File: src/rtl/irq_ctrl_pkg.sv
// Shared constants for the interrupt controller: register offsets, reset values,
// VEC field layout and the lowest-index priority helper.
package irq_ctrl_pkg;

    localparam int REG_W    = 8;
    localparam int ADDR_W   = 4;
    localparam int VEC_ID_W = 3;

    localparam logic [ADDR_W-1:0] REG_PEND  = 4'd0;
    localparam logic [ADDR_W-1:0] REG_MASK  = 4'd1;
    localparam logic [ADDR_W-1:0] REG_CLR   = 4'd2;
    localparam logic [ADDR_W-1:0] REG_MODE  = 4'd3;
    localparam logic [ADDR_W-1:0] REG_VEC   = 4'd4;
    localparam logic [ADDR_W-1:0] REG_SWSET = 4'd5;
    localparam logic [ADDR_W-1:0] REG_ROUTE = 4'd6;

    localparam logic [REG_W-1:0] MASK_RST  = 8'h00;
    localparam logic [REG_W-1:0] MODE_RST  = 8'hFF;
    localparam logic [REG_W-1:0] ROUTE_RST = 8'h10;

    typedef struct packed {
        logic                vld;
        logic [3:0]          rsvd;
        logic [VEC_ID_W-1:0] id;
    } vec_t;

    function automatic logic [VEC_ID_W-1:0] lowest_set(input logic [REG_W-1:0] v);
        logic [VEC_ID_W-1:0] id;
        id = '0;
        for (int i = REG_W - 1; i >= 0; i--) begin
            if (v[i]) id = VEC_ID_W'(i);
        end
        return id;
    endfunction

endpackage

File: src/rtl/irq_ctrl_sync.sv
// W-bit multi-flop synchroniser followed by a history flop; rise = sync & ~hist.
// Latency: STG clocks from input to sync_o; rise_o is combinational on the sync/history pair.
module sync_rise #(
    parameter int W        = 1,
    parameter int STG      = 2,
    parameter bit HIST_RST = 1'b0
) (
    input  logic         clk_i,
    input  logic         rst_i,
    input  logic [W-1:0] d_i,
    output logic [W-1:0] sync_o,
    output logic [W-1:0] rise_o
);

    logic [STG-1:0][W-1:0] r_stg;
    logic [W-1:0]          r_hist;

    // The whole chain resets to HIST_RST so a strobe held across reset release never looks like a rise.
    always_ff @(posedge clk_i) begin
        if (rst_i) begin
            r_stg  <= {STG{{W{HIST_RST}}}};
            r_hist <= {W{HIST_RST}};
        end else begin
            r_stg  <= {r_stg[STG-2:0], d_i};
            r_hist <= r_stg[STG-1];
        end
    end

    assign sync_o = r_stg[STG-1];
    assign rise_o = r_stg[STG-1] & ~r_hist;

endmodule

File: src/rtl/irq_ctrl.sv
// Interrupt controller folding N_SRC request lines onto the two 8051 INT pins via a byte register file.
// Latency: synced write rise commits on that clk; pending follows input by SYNC_STG+1 clk, INT one clk later.
module irq_ctrl
    import irq_ctrl_pkg::*;
#(
    parameter int N_SRC       = 5,
    parameter int SYNC_STG    = 2,
    parameter bit OUT_ACT_LOW = 1'b1
) (
    input  logic              clk_i,
    input  logic              rst_i,
    input  logic              bus_cs_i,
    input  logic              bus_rd_i,
    input  logic              bus_wr_i,
    input  logic [ADDR_W-1:0] bus_addr_i4,
    input  logic [REG_W-1:0]  bus_wrdat_i8,
    output logic [REG_W-1:0]  bus_rddat_o8,
    input  logic [N_SRC-1:0]  irq_src_i,
    output logic              cpu_int0_o,
    output logic              cpu_int1_o
);

    logic [N_SRC-1:0] w_src_sync;
    logic [N_SRC-1:0] w_src_rise;
    logic [1:0]       w_bus_sync;
    logic [1:0]       w_bus_rise;
    logic             w_wr_commit;
    logic             w_unused;

    sync_rise #(
        .W        (N_SRC),
        .STG      (SYNC_STG),
        .HIST_RST (1'b0)
    ) u_src_sync (
        .clk_i  (clk_i),
        .rst_i  (rst_i),
        .d_i    (irq_src_i),
        .sync_o (w_src_sync),
        .rise_o (w_src_rise)
    );

    sync_rise #(
        .W        (2),
        .STG      (SYNC_STG),
        .HIST_RST (1'b1)
    ) u_bus_sync (
        .clk_i  (clk_i),
        .rst_i  (rst_i),
        .d_i    ({bus_rd_i, bus_wr_i}),
        .sync_o (w_bus_sync),
        .rise_o (w_bus_rise)
    );

    // Synced read strobe is reserved for a future read-to-clear register.
    assign w_unused    = &{1'b0, w_bus_sync, w_bus_rise[1], bus_wrdat_i8};
    assign w_wr_commit = w_bus_rise[0] & bus_cs_i;

    logic [N_SRC-1:0] r_mask;
    logic [N_SRC-1:0] r_mode;
    logic [N_SRC-1:0] r_route;
    logic [N_SRC-1:0] r_pend;
    logic [N_SRC-1:0] r_sticky;
    logic             r_int0;
    logic             r_int1;

    logic [N_SRC-1:0] w_wdat;
    logic [N_SRC-1:0] w_clr;
    logic [N_SRC-1:0] w_swset;

    assign w_wdat = bus_wrdat_i8[N_SRC-1:0];

    always_comb begin
        w_clr   = '0;
        w_swset = '0;
        if (w_wr_commit) begin
            case (bus_addr_i4)
                REG_CLR:   w_clr   = w_wdat;
                REG_SWSET: w_swset = w_wdat;
                default:   ;
            endcase
        end
    end

    always_ff @(posedge clk_i) begin
        if (rst_i) begin
            r_mask  <= MASK_RST[N_SRC-1:0];
            r_mode  <= MODE_RST[N_SRC-1:0];
            r_route <= ROUTE_RST[N_SRC-1:0];
        end else if (w_wr_commit) begin
            case (bus_addr_i4)
                REG_MASK:  r_mask  <= w_wdat;
                REG_MODE:  r_mode  <= w_wdat;
                REG_ROUTE: r_route <= w_wdat;
                default:   ;
            endcase
        end
    end

    // Set terms are OR-ed after the clear mask so a same-clk set always wins.
    logic [N_SRC-1:0] w_sticky_nxt;
    logic [N_SRC-1:0] w_edge_nxt;
    logic [N_SRC-1:0] w_level_nxt;
    logic [N_SRC-1:0] w_pend_nxt;

    assign w_sticky_nxt = w_swset | (r_sticky & ~w_clr);
    assign w_edge_nxt   = w_src_rise | w_swset | (r_pend & ~w_clr);
    assign w_level_nxt  = w_src_sync | w_sticky_nxt;
    assign w_pend_nxt   = (r_mode & w_edge_nxt) | (~r_mode & w_level_nxt);

    always_ff @(posedge clk_i) begin
        if (rst_i) begin
            r_pend   <= '0;
            r_sticky <= '0;
        end else begin
            r_pend   <= w_pend_nxt;
            r_sticky <= w_sticky_nxt;
        end
    end

    logic [N_SRC-1:0] w_act;
    logic             w_act0;
    logic             w_act1;

    assign w_act  = r_pend & r_mask;
    assign w_act0 = |(w_act & ~r_route);
    assign w_act1 = |(w_act & r_route);

    always_ff @(posedge clk_i) begin
        if (rst_i) begin
            r_int0 <= OUT_ACT_LOW;
            r_int1 <= OUT_ACT_LOW;
        end else begin
            r_int0 <= w_act0 ^ OUT_ACT_LOW;
            r_int1 <= w_act1 ^ OUT_ACT_LOW;
        end
    end

    assign cpu_int0_o = r_int0;
    assign cpu_int1_o = r_int1;

    logic [REG_W-1:0] w_act8;
    vec_t             w_vec;

    assign w_act8     = REG_W'(w_act);
    assign w_vec.vld  = |w_act;
    assign w_vec.rsvd = '0;
    assign w_vec.id   = lowest_set(w_act8);

    always_comb begin
        bus_rddat_o8 = '0;
        if (bus_cs_i) begin
            case (bus_addr_i4)
                REG_PEND:  bus_rddat_o8 = REG_W'(r_pend);
                REG_MASK:  bus_rddat_o8 = REG_W'(r_mask);
                REG_MODE:  bus_rddat_o8 = REG_W'(r_mode);
                REG_VEC:   bus_rddat_o8 = w_vec;
                REG_ROUTE: bus_rddat_o8 = REG_W'(r_route);
                default:   bus_rddat_o8 = '0;
            endcase
        end
    end

endmodule

File: config.mk
export PLATFORM = sky130hd
export DESIGN_NAME = irq_ctrl
export DESIGN_NICKNAME = d
export VERILOG_FILES = /design/src/rtl/irq_ctrl_pkg.sv /design/src/rtl/irq_ctrl_sync.sv /design/src/rtl/irq_ctrl.sv
export SDC_FILE = /design/constraint.sdc
export NUM_CORES = 1
export LEC_CHECK = 0
export BUFFER_PORTS_ARGS = -buffer_cell sky130_fd_sc_hd__buf_2
export CAP_MARGIN = 20
export CELL_PAD_IN_SITES_DETAIL_PLACEMENT = 0
export CELL_PAD_IN_SITES_GLOBAL_PLACEMENT = 1
export CORE_ASPECT_RATIO = 2
export CORE_MARGIN = 2
export CORE_UTILIZATION = 25
export DETAILED_ROUTE_END_ITERATION = 7
export HOLD_SLACK_MARGIN = 0.12
export PLACE_DENSITY_LB_ADDON = 0.1
export SLEW_MARGIN = 20
export SYNTH_ARGS = -nofsm -noshare
export SYNTH_HDL_FRONTEND = slang
export SYNTH_SLANG_ARGS = --single-unit
File: constraint.sdc
create_clock -name clk_i -period 1.36 [get_ports clk_i]
set_input_delay 0.068 -clock clk_i [delete_from_list [all_inputs] [get_ports clk_i]]
set_output_delay 0.068 -clock clk_i [all_outputs]
set_load 0.005 [all_outputs]
==> run metrics <==
most common cell after layout, fill and taps aside dfxtp_1; Synthesis Warnings 0; clk root buf clkbuf_16; Reg2Reg Depth 6; Antenna diodes 0; DRC viols 0; Clock power frac 0.409; library cells used by synthesis 40; total CTS buffers 5; Layout Cell Area excl Fill 2680 sq um; Clock Skew 4.72 ps; DR vias 1682; core area 7830 sq um; Reg2Reg Launch Point u_bus_sync.r_hist[0]; type of the tightest min-delay check input pin to register; Pins Over Slew Limit 0; area leader, netlist dfxtp_1; RSZ-0062 raised after global routing yes; asr flop ratio synth 0; DIE AREA 8730 sq um; Worst EP required between 1000 and 1500 ps; commonest cells after routing, fill and taps aside dfxtp_1 (35), nor2_1 (26), buf_2 (25), nor2b_1 (18), buf_4 (14); wire length per cell 15.1 um; Hold Slack 203 ps; H-tree depth 2; Starting DRT DRC Count 85; Finished Layout Cells 356; GPL Wtd Cong roughly 0.76; CTS tree built; Period minus WS final 1390 ps; Final Power 2.74 mW; Cell Area, Placed between 2000 and 2500 sq um; EDFF count, synth 0; # IOs 32; hpwl dp 3.78 mm; Clock Latency Late Sink 290 ps; GRT overflow 0; PortBufs 25; Final WS setup -28.4 ps; Final nets 283; die width around 67 um; Avg Cell Area, Syn approximately 9.4 sq um; final WL 5.37 mm; first-pass GRT wire length 8.21 mm; Sequential Power Share 0.499; Final ANT Viol Nets 0; WP data arrival 1320 ps; GRT Util Overall 0.129; Switching Share 0.221; layout cells sized above 1 0.331; Clock Tree Buf Depth 2; Vias/cell 4.72; R2R Path End r_mask[3]; Cells on Worst Hold Path 3; largest cells by area after synthesis dfxtp_1 (45%), mux2i_1 (6.5%), nor2b_1 (5.7%); origin of the worst min-delay path rst_i; #FFs+latches synth 45; LEAKAGE approximately 1.1 nW; hold endpoint u_src_sync.r_hist[3]; Seq/Total Area, Yosys 0.453; Area growth syn-to-layout 34.5%; initial antenna violation count 0; Syn Inst Count 211; Most used DFF post-synth dfxtp_1; crit start category register; crit-path max FO 3; row count between 40 and 50; Worst setup EP type primary output; Initial Utilization 0.254; final hold violations 0; Net Switching a little over 0.6 mW; clk sinks 45; Comb power frac 0.092; status finished, violations left; failing checks negative setup slack; Max-Cap Viols 0; largest net degree at the start of global routing 46; internal power 2.13 mW; period utilization 1.02; CTS clock-pin slew for the worst setup and hold paths 60 ps; setup violators final 2; Cell Area, Synth 1990 sq um; Reg2Reg Setup Slack 30 ps; Peak supply drop between 0.0007 and 0.0008 V; share of the synthesized area in the top cell type 0.453; P per Cell Area 1020 nW/um^2; Initial DRT Pass Iterations 4; die span in y 130 um; maximum clock rate 720 MHz; vias in the first global route 1571; dpl cells 336; WS Path Type register to primary output
[worst max-delay path by stage]
| stage | startpoint | to | cells after the start |
|---|---|---|---|
| 2_1_floorplan | u_bus_sync.r_hist[0] | r_mode[1] | 6 |
| 3_3_place_gp | u_bus_sync.r_hist[0] | r_mode[2] | 4 |
| 3_5_place_dp | u_bus_sync.r_hist[0] | r_mode[2] | 4 |
| 4_1_cts | r_pend[2] | bus_rddat_o8[2] | 6 |
| 5_1_grt | r_pend[0] | bus_rddat_o8[0] | 5 |
| 6_report | r_pend[0] | bus_rddat_o8[0] | 5 |
[cell type report]
cell class | instances | area [sq um]
fillers | 874 | 5150
clock inverters | 1 | 5.00
multi-input cells | 148 | 1090
well taps | 96 | 120
clock buffers | 5 | 125
inverters | 7 | 26.3
repair buffers | 54 | 394
flip-flops and latches | 45 | 918
[layer usage]
layer  part of all wire  vias to the layer above  track usage
li1                   -                      856            -
met1               0.44                      783        0.162
met2               0.50                       37        0.209
met3              0.032                        6       0.0259
met4              0.019                        0       0.0576
met5                  0                        -            0
[synthesized netlist by cell type, types with 2 or more instances]
library cell / count
buf_4: 5
o22ai_1: 3
a21oi_1: 4
a22oi_1: 7
o21ai_0: 8
clkbuf_1: 6
nand3_1: 13
mux2i_1: 13
nor2_1: 26
and2_1: 2
a211oi_1: 6
a221oi_2: 5
dfxtp_1: 45
a211o_1: 6
nor4b_2: 2
nand2_1: 7
inv_1: 7
nor2b_1: 18
or2_2: 3
nand4b_1: 2
nand2b_1: 4
[registers in the layout, summed over array words and instances (netlist names), 5 cells and up]
name and count:
u_src_sync.sync_o 5, u_src_sync.r_stg 5, u_src_sync.r_hist 5, r_pend 5, r_mask 5, r_mode 5
r_route 5, r_sticky 5
[timing repair]
item | in CTS | in global routing
setup buffers | 2 | 1
endpoints found under the setup margin | 17 | 16
hold endpoints to repair | 12 | 0
pin swaps | 10 | 13
gates cloned | 0 | 1
resized for setup | 24 | 14
hold buffers | 11 | 0
[power groups by stage]
stage	sequential, mW	clock, mW	combinational [mW]
2_1_floorplan	1.39	0	0.116
3_3_place_gp	1.39	0	0.211
3_5_place_dp	1.40	0	0.210
4_1_cts	1.37	1.17	0.243
5_1_grt	1.37	1.22	0.276
6_report	1.37	1.12	0.251
[worst max-delay path, cell delays in order, from the launching register on]
cell	delay [ps]
dfxtp_2	340
nor2b_1	130
a211oi_1	50
a221o_1	280
o22ai_1	100
buf_2	140
[per-stage QoR]
step	setup TNS [ps]	setup WS (ps)	util
final	-43.6	-28.4	0.342
after global routing	-676	-105	0.342
after CTS	-140	-40.7	0.336
after detailed placement	-630	-84.7	0.295
after global placement	-459	-70.2	0.295
after floorplan	0	29.8	-
[logic make-up (layout without fill, tap and decap cells)]
logic type / Yosys count / in the layout / share of synthesized area
mux: 13 / 13 / 0.0654
simple gates: 84 / 85 / 0.236
buf+inv: 20 / 67 / 0.0516
other cells: 1 / 2 / 0.00188
flops: 45 / 45 / 0.453
compound gates: 48 / 48 / 0.192
Note: power is estimated with default switching activity, not from simulation.
